File: config.mk
export PLATFORM = sky130hd
export DESIGN_NAME = semaforo_fsm
export DESIGN_NICKNAME = d
export VERILOG_FILES = /design/src/rtl/semaforo_pkg.sv /design/src/rtl/semaforo_fsm.sv
export SDC_FILE = /design/constraint.sdc
export NUM_CORES = 1
export LEC_CHECK = 0
export ABC_AREA = 1
export BUFFER_PORTS_ARGS = -buffer_cell sky130_fd_sc_hd__buf_2
export CELL_PAD_IN_SITES_DETAIL_PLACEMENT = 1
export CELL_PAD_IN_SITES_GLOBAL_PLACEMENT = 1
export CORE_MARGIN = 8
export CORE_UTILIZATION = 26
export CTS_CLUSTER_DIAMETER = 100
export DETAILED_ROUTE_END_ITERATION = 8
export PLACE_DENSITY = 0.6
export SLEW_MARGIN = 20
export SYNTH_ARGS = -nofsm -noshare
export SYNTH_HDL_FRONTEND = slang
export SYNTH_SLANG_ARGS = --single-unit
export TNS_END_PERCENT = 1
File: constraint.sdc
create_clock -name clock -period 1.5 [get_ports clock]
set_input_delay 0.075 -clock clock [delete_from_list [all_inputs] [get_ports clock]]
set_output_delay 0.075 -clock clock [all_outputs]
set_load 0.01 [all_outputs]
File: src/rtl/semaforo_pkg.sv
// Shared state codes and default dwell counts for the traffic-light controller and its bench.
package semaforo_pkg;

  typedef enum logic [1:0] {
    StGreen  = 2'd0,
    StYellow = 2'd1,
    StRed    = 2'd2,
    StWalk   = 2'd3
  } state_e;

  localparam logic [2:0] DefGreenTime  = 3'd5;
  localparam logic [2:0] DefYellowTime = 3'd2;
  localparam logic [2:0] DefRedTime    = 3'd4;
  localparam logic [2:0] DefWalkTime   = 3'd3;

  // Lamp pattern {red, yellow, green}; WALK keeps cars on red.
  function automatic logic [2:0] lamps_of(state_e s);
    logic [2:0] l;
    l = 3'b100;
    unique case (s)
      StGreen:  l = 3'b001;
      StYellow: l = 3'b010;
      StRed:    l = 3'b100;
      StWalk:   l = 3'b100;
      default:  l = 3'b100;
    endcase
    return l;
  endfunction

endpackage

File: src/rtl/semaforo_fsm.sv
// Traffic-light sequencer with pedestrian walk phase; drives an external dwell timer.
module semaforo_fsm
  import semaforo_pkg::*;
#(
  parameter logic [2:0] GREEN_TIME  = DefGreenTime,
  parameter logic [2:0] YELLOW_TIME = DefYellowTime,
  parameter logic [2:0] RED_TIME    = DefRedTime,
  parameter logic [2:0] WALK_TIME   = DefWalkTime
) (
  input  logic       clock,
  input  logic       reset,
  input  logic       ped_req,
  input  logic       timer_done,
  output logic       timer_reset,
  output logic [2:0] timer_max,
  output logic       light_red,
  output logic       light_yellow,
  output logic       light_green,
  output logic       walk,
  output logic [1:0] state
);

  state_e state_q;
  state_e next_state;
  logic   ped_pending;
  logic   accept;

  function automatic logic [2:0] dwell_of(state_e s);
    logic [2:0] d;
    d = RED_TIME;
    unique case (s)
      StGreen:  d = GREEN_TIME;
      StYellow: d = YELLOW_TIME;
      StRed:    d = RED_TIME;
      StWalk:   d = WALK_TIME;
      default:  d = RED_TIME;
    endcase
    return d;
  endfunction

  // The timer still holds the previous state's count during the entry cycle.
  assign accept = timer_done & ~timer_reset;

  always_comb begin
    next_state = state_q;
    unique case (state_q)
      StGreen:  next_state = StYellow;
      StYellow: next_state = StRed;
      StRed:    next_state = ped_pending ? StWalk : StGreen;
      StWalk:   next_state = StGreen;
      default:  next_state = StRed;
    endcase
  end

  always_ff @(posedge clock) begin
    if (reset) begin
      state_q                                 <= StRed;
      timer_reset                             <= 1'b1;
      timer_max                               <= RED_TIME;
      {light_red, light_yellow, light_green}  <= 3'b100;
      walk                                    <= 1'b0;
      ped_pending                             <= 1'b0;
    end else if (accept) begin
      state_q                                 <= next_state;
      timer_reset                             <= 1'b1;
      timer_max                               <= dwell_of(next_state);
      {light_red, light_yellow, light_green}  <= lamps_of(next_state);
      walk                                    <= (next_state == StWalk);
      // Serving the walk consumes the request, but a request on this edge re-arms it.
      if (state_q == StRed && next_state == StWalk) begin
        ped_pending <= ped_req;
      end else begin
        ped_pending <= ped_pending | ped_req;
      end
    end else begin
      timer_reset <= 1'b0;
      ped_pending <= ped_pending | ped_req;
    end
  end

  assign state = state_q;

endmodule
### Word level (Yosys, flattened, before mapping)

Index checks and enable logic that the tools add are counted.

| word-level totals | value |
|---|---|
| word-level logic and storage cells | 28 |
| bits in registers | 11 |
| input bits | 4 |
| output and inout bits | 10 |

| operators by class | value |
|---|---|
| equality and inequality tests | 6 |
| bitwise logic cells | 3 |
| reductions and logical operators | 4 |
| multiplexer cells | 7 |

Operators by type and width:

| operator | count |
|---|---|
| case mux 3 bit (4 select lines) | 1 |
| case mux 3 bit (3 select lines) | 1 |
| == test 2 bit, second input constant | 4 |
| case mux 2 bit (4 select lines) | 1 |
| == test 2 x 1 -> 1 bit, second input constant | 2 |
| logical NOT 2 bit | 2 |
| 2-to-1 mux 1 bit | 3 |
| 2-to-1 mux 2 bit | 1 |
| OR reduction 2 bit | 1 |
| AND 1 bit | 1 |
| logical AND 1 bit | 1 |
| NOT 1 bit | 1 |
| OR 1 bit | 1 |

### Logic depth before layout (Yosys ltp)

| depth | value |
|---|---|
| word-level depth | 6 |
| mapped depth | 7 |
| gate-level depth less buffers | 7 |

### Worst setup path after synthesis

Ideal clock, no wire load.

| timing | value |
|---|---|
| path kind | register to register |
| start point | register, netlist name light_red |
| end point | register timer_max[0] |
| setup time | 0.069 ns |
| buffers on the path | 0 |
| cell stages (with the launch flop) | 6 |
| clock period less this slack | 1.164 ns |
| path slack | 0.336 ns |
| arrival | 1.096 ns |
| required time | 1.431 ns |
| path through | dfxtp_1 nand3_1 o21ai_1 inv_1 ha_1 o21ai_1 |

RTL lines:

| what | RTL line | source |
|---|---|---|
| to (signal assigned) | semaforo_fsm.sv:66 | `timer_max <= dwell_of(next_state);` |
| to (decl) | semaforo_fsm.sv:15 | `output logic [2:0] timer_max,` |

### Final worst setup path

| timing | value |
|---|---|
| start point | register state_q[0] (netlist: state[0]) |
| end point | register timer_max[0] |

| between the ends | value |
|---|---|
| word-level cells in the longest chain between the ends | 4 |
| elaborated cells on any way between the ends | 10 |
| classes of those cells | 6 x eq/ne; 2 x mux; 2 x reduce/logical |

RTL lines:

| what | RTL line | source |
|---|---|---|
| from (decl) | semaforo_fsm.sv:23 | `state_e state_q;` |
| from (signal assigned) | semaforo_fsm.sv:57 | `state_q <= StRed;` |
| from (signal assigned) | semaforo_fsm.sv:64 | `state_q <= next_state;` |
| == test 2 bit, or another cell as far along | semaforo_fsm.sv:46 | `unique case (state_q)` |
| case mux 2 bit (4 select lines) * | semaforo_fsm.sv:46 |  |
| == test 2 bit, or another cell as far along | semaforo_fsm.sv:31 | `unique case (s)` |
| case mux 3 bit (4 select lines) * | semaforo_fsm.sv:31 |  |

Mark *: on every way between the ends. The rest lies on a longest branch, timed or not.
A chain may end at the register's enable or synchronous reset.

==> metrics list <==
- At the worst endpoint, the arrival time is 1420 ps.
- Timing would allow up to 823 MHz.
- Net count after synthesis: 52
- Number of top-level design ports: 14
* End point of the critical path: timer_max[0]
- The detailed router finished its first iteration with 4 violations.
- Avg Inst Size Synth: 8.25 µm²
* Ratio of cells with drive above 1 in the final layout: 42.9%
- Sort of element at the end of the critical path: flop
* Synthesis-to-finish area growth: 27.4%
- Via density per instance: 4.35
- Half-perimeter wire length after placement: 709 µm
- After layout, the design draws a total of 0.542 mW.
- In the routed design, unresolved DRC markers number 0.
* Number of distinct library cell variants in the gate-level netlist after synthesis: 14
- Among all cell types in the netlist, the one instantiated most often is sky130_fd_sc_hd__dfxtp_1.
- Critical R2R Launch: state[0]
- Die Outline Area: 0.00298 mm²
- Adding up every negative setup slack in the final design gives 0 ps.
- After the last flow step, the layout net total stands at 69.
- Summing every instance area after synthesis gives 388 µm².
- The layout has 190 filler cells.
- Number of gates given a new drive strength after cts: 0
- The count of buffers added on input and output ports is 13.
- Max-capacitance violation count: 0
* Placeable core area: 0.00145 mm²
* Largest net degree at the start of global routing: 7
* First element of the critical path: state[0]
- The first detailed-routing pass ran for 2 iterations.
- WS Path Type: reg -> reg
- Setup repair after global routing left no endpoint under its margin.
- Largest cells by area after synthesis: sky130_fd_sc_hd__dfxtp_1 (46%), sky130_fd_sc_hd__nor2_1 (6.8%), sky130_fd_sc_hd__nand3_1 (5.2%)
- Final cycle utilization of the critical path: 81.0%
- After synthesis, the share of flip-flops with an asynchronous set or reset is 0%.
- The via count of the first global-routing pass is 320.
* Initial core utilization: 26.7%
- The clock arrives with 3.63 ps of skew.
- Cells on worst reg2reg path: 6
- The synthesized design devotes to its leading area cell type 46.5% of total area.
- CTS tree: built
- Counting every instance in the synthesized netlist gives 47.
- Yosys mapped a number of flops with a built-in enable equal to 0.
- Cell area after placement: 458 µm²
* Routed length per instance: 11.1 µm
- CTS built an H-tree with a depth of 1.
- The first global-routing pass estimated 1350 µm of wire.
- Final setup violation count: 0
- The initial antenna violation count came to 0.
- The number of antenna diodes in the final layout is 0.
- After routing the design area is 494 µm².
* Capture instance of the worst register-to-register path: timer_max[0]
- Total number of vias: 344
- Of all nets on the critical path, the largest fanout is 5.
* CP required: 1700 ps
* Most area-hungry cell type in the Yosys netlist: sky130_fd_sc_hd__dfxtp_1
- Post-route minimum period: 1220 ps
- Worst supply voltage drop on vdd: 0.517 mV
* Clk slew on worst S/H paths: 60 ps
* Flip-flop and latch count after synthesis: 9
- Worst slew margin relative to its limit: 86.9%
* Portion of the post-synthesis area used by sequential elements: 46.5%
* Synth cell count leaders: sky130_fd_sc_hd__dfxtp_1 (9), sky130_fd_sc_hd__nor2_1 (7), sky130_fd_sc_hd__inv_2 (5), sky130_fd_sc_hd__nand2_1 (5)
- Count of final hold-check violations: 0
* Total CTS buffers: 3
- Global routing used 6.68% of the available tracks across all layers.
- The number of pins with negative max-slew slack in the final report is 0.
- Wirelength, routed: 879 µm
- From left edge to right edge, the die measures 54.6 µm.
- Clock latency at the later pin of the worst-skew pair: 270 ps
- For this design the static power due to leakage is 0.229 nW.
- The tightest min-delay check is of the in -> reg type.
* Result of the run: finished clean
* Yosys Warn Count: 0
- Most used flip-flop cell after synthesis: sky130_fd_sc_hd__dfxtp_1
- TritonCTS sink count: 9
- Total setup buffers inserted after CTS: 0
- Post-detailed-route count of antenna-violating nets: 0
- Final RePlAce weighted congestion: 0.750
- The floorplan step set the die height to 54.6 µm.
- Slew at the pin closest to its max-slew limit: 196 ps
- Power density over the cells: 1100 mW/mm²
* Core utilization of the finished layout: 34.0%
* Placement row count: 14
- Residual overflow from global routing: 0
* CP startpoint kind: flop
- The number of hold buffers added after CTS was 1.
- No sink is reached through more buffers than the 2 on the longest clock path.
* Clock Root Buffer: sky130_fd_sc_hd__clkbuf_4
- Slack of the worst reg-to-reg path: 280 ps
-- stage by stage --
step	setup WS, ps	hold slack, ps	instances
after floorplan	336	144	47
after global placement	343	283	74
after detailed placement	289	283	74
after CTS	276	36.6	79
after global routing	175	49.8	79
final	284	44.0	79
-- routing by layer --
metal,GRT usage (%),vias up,share of wire (%)
met1,5.88,154,38
met4,2.46,0,1.4
met5,0,-,0
li1,-,179,-
met2,10.8,9,49
met3,5.98,2,11
-- state kept, by name, summed over array words and instances (netlist names) --
name	cells
light_green	1
light_yellow	1
walk	1
timer_max	2
light_red	1
ped_pending	1
timer_reset	1
state	1
-- cell families after synthesis --
family	after synthesis	synth area share, %
AOI/OAI and AO/OA	8	15.2
DFF	9	46.5
and+or+nand+nor	20	24.5
adders and majority gates	1	3.23
buffers and inverters	9	10.6
-- cell type report --
cell class / count / area (µm²) / area share [%]
clock buffer: 4 / 26.3 / 5.32
inverter: 7 / 26.3 / 5.32
multi-input combinational: 29 / 166 / 33.7
sequential: 9 / 180 / 36.5
tap: 16 / 20.0 / 4.05
timing repair buffer: 14 / 75.1 / 15.2
-- power breakdown --
| part | switching [mW] | internal (mW) |
|---|---|---|
| Sequential | 0.0120 | 0.253 |
| Combinational | 0.0502 | 0.0358 |
| Clock | 0.0880 | 0.103 |
| Total | 0.150 | 0.392 |
-- worst max-delay path, cell delays in order (launching register included) --
cell and delay (ps):
sky130_fd_sc_hd__dfxtp_1 330, sky130_fd_sc_hd__inv_2 120, sky130_fd_sc_hd__nand3_1 110, sky130_fd_sc_hd__o21ai_1 130
sky130_fd_sc_hd__inv_1 70, sky130_fd_sc_hd__ha_1 290, sky130_fd_sc_hd__o21ai_1 120
-- worst min path at each step --
| stage | startpoint | endpoint | slack [ps] | cells after the start |
|---|---|---|---|---|
| 6_report | ped_req | ped_pending | 40 | 3 |
| 5_1_grt | ped_req | ped_pending | 50 | 3 |
| 4_1_cts | ped_req | ped_pending | 40 | 3 |
| 3_5_place_dp | reset | light_green | 280 | 2 |
| 3_3_place_gp | reset | light_green | 280 | 2 |
| 2_1_floorplan | reset | light_green | 140 | 1 |
-- placed cells by master (no fill, tap or decap) --
cell type,instances
sky130_fd_sc_hd__nand2_1,5
sky130_fd_sc_hd__o22ai_2,1
sky130_fd_sc_hd__dfxtp_1,9
sky130_fd_sc_hd__clkbuf_4,3
sky130_fd_sc_hd__o21ai_1,4
sky130_fd_sc_hd__a21oi_1,2
sky130_fd_sc_hd__nor2_4,1
sky130_fd_sc_hd__buf_2,13
sky130_fd_sc_hd__inv_2,5
sky130_fd_sc_hd__nand2_2,3
sky130_fd_sc_hd__nand3_1,4
sky130_fd_sc_hd__dlygate4sd3_1,1
sky130_fd_sc_hd__nor2_1,7
sky130_fd_sc_hd__o21ai_4,1
sky130_fd_sc_hd__inv_1,2
sky130_fd_sc_hd__clkbuf_1,1
sky130_fd_sc_hd__ha_1,1
Note: power is estimated with default switching activity, not from simulation.
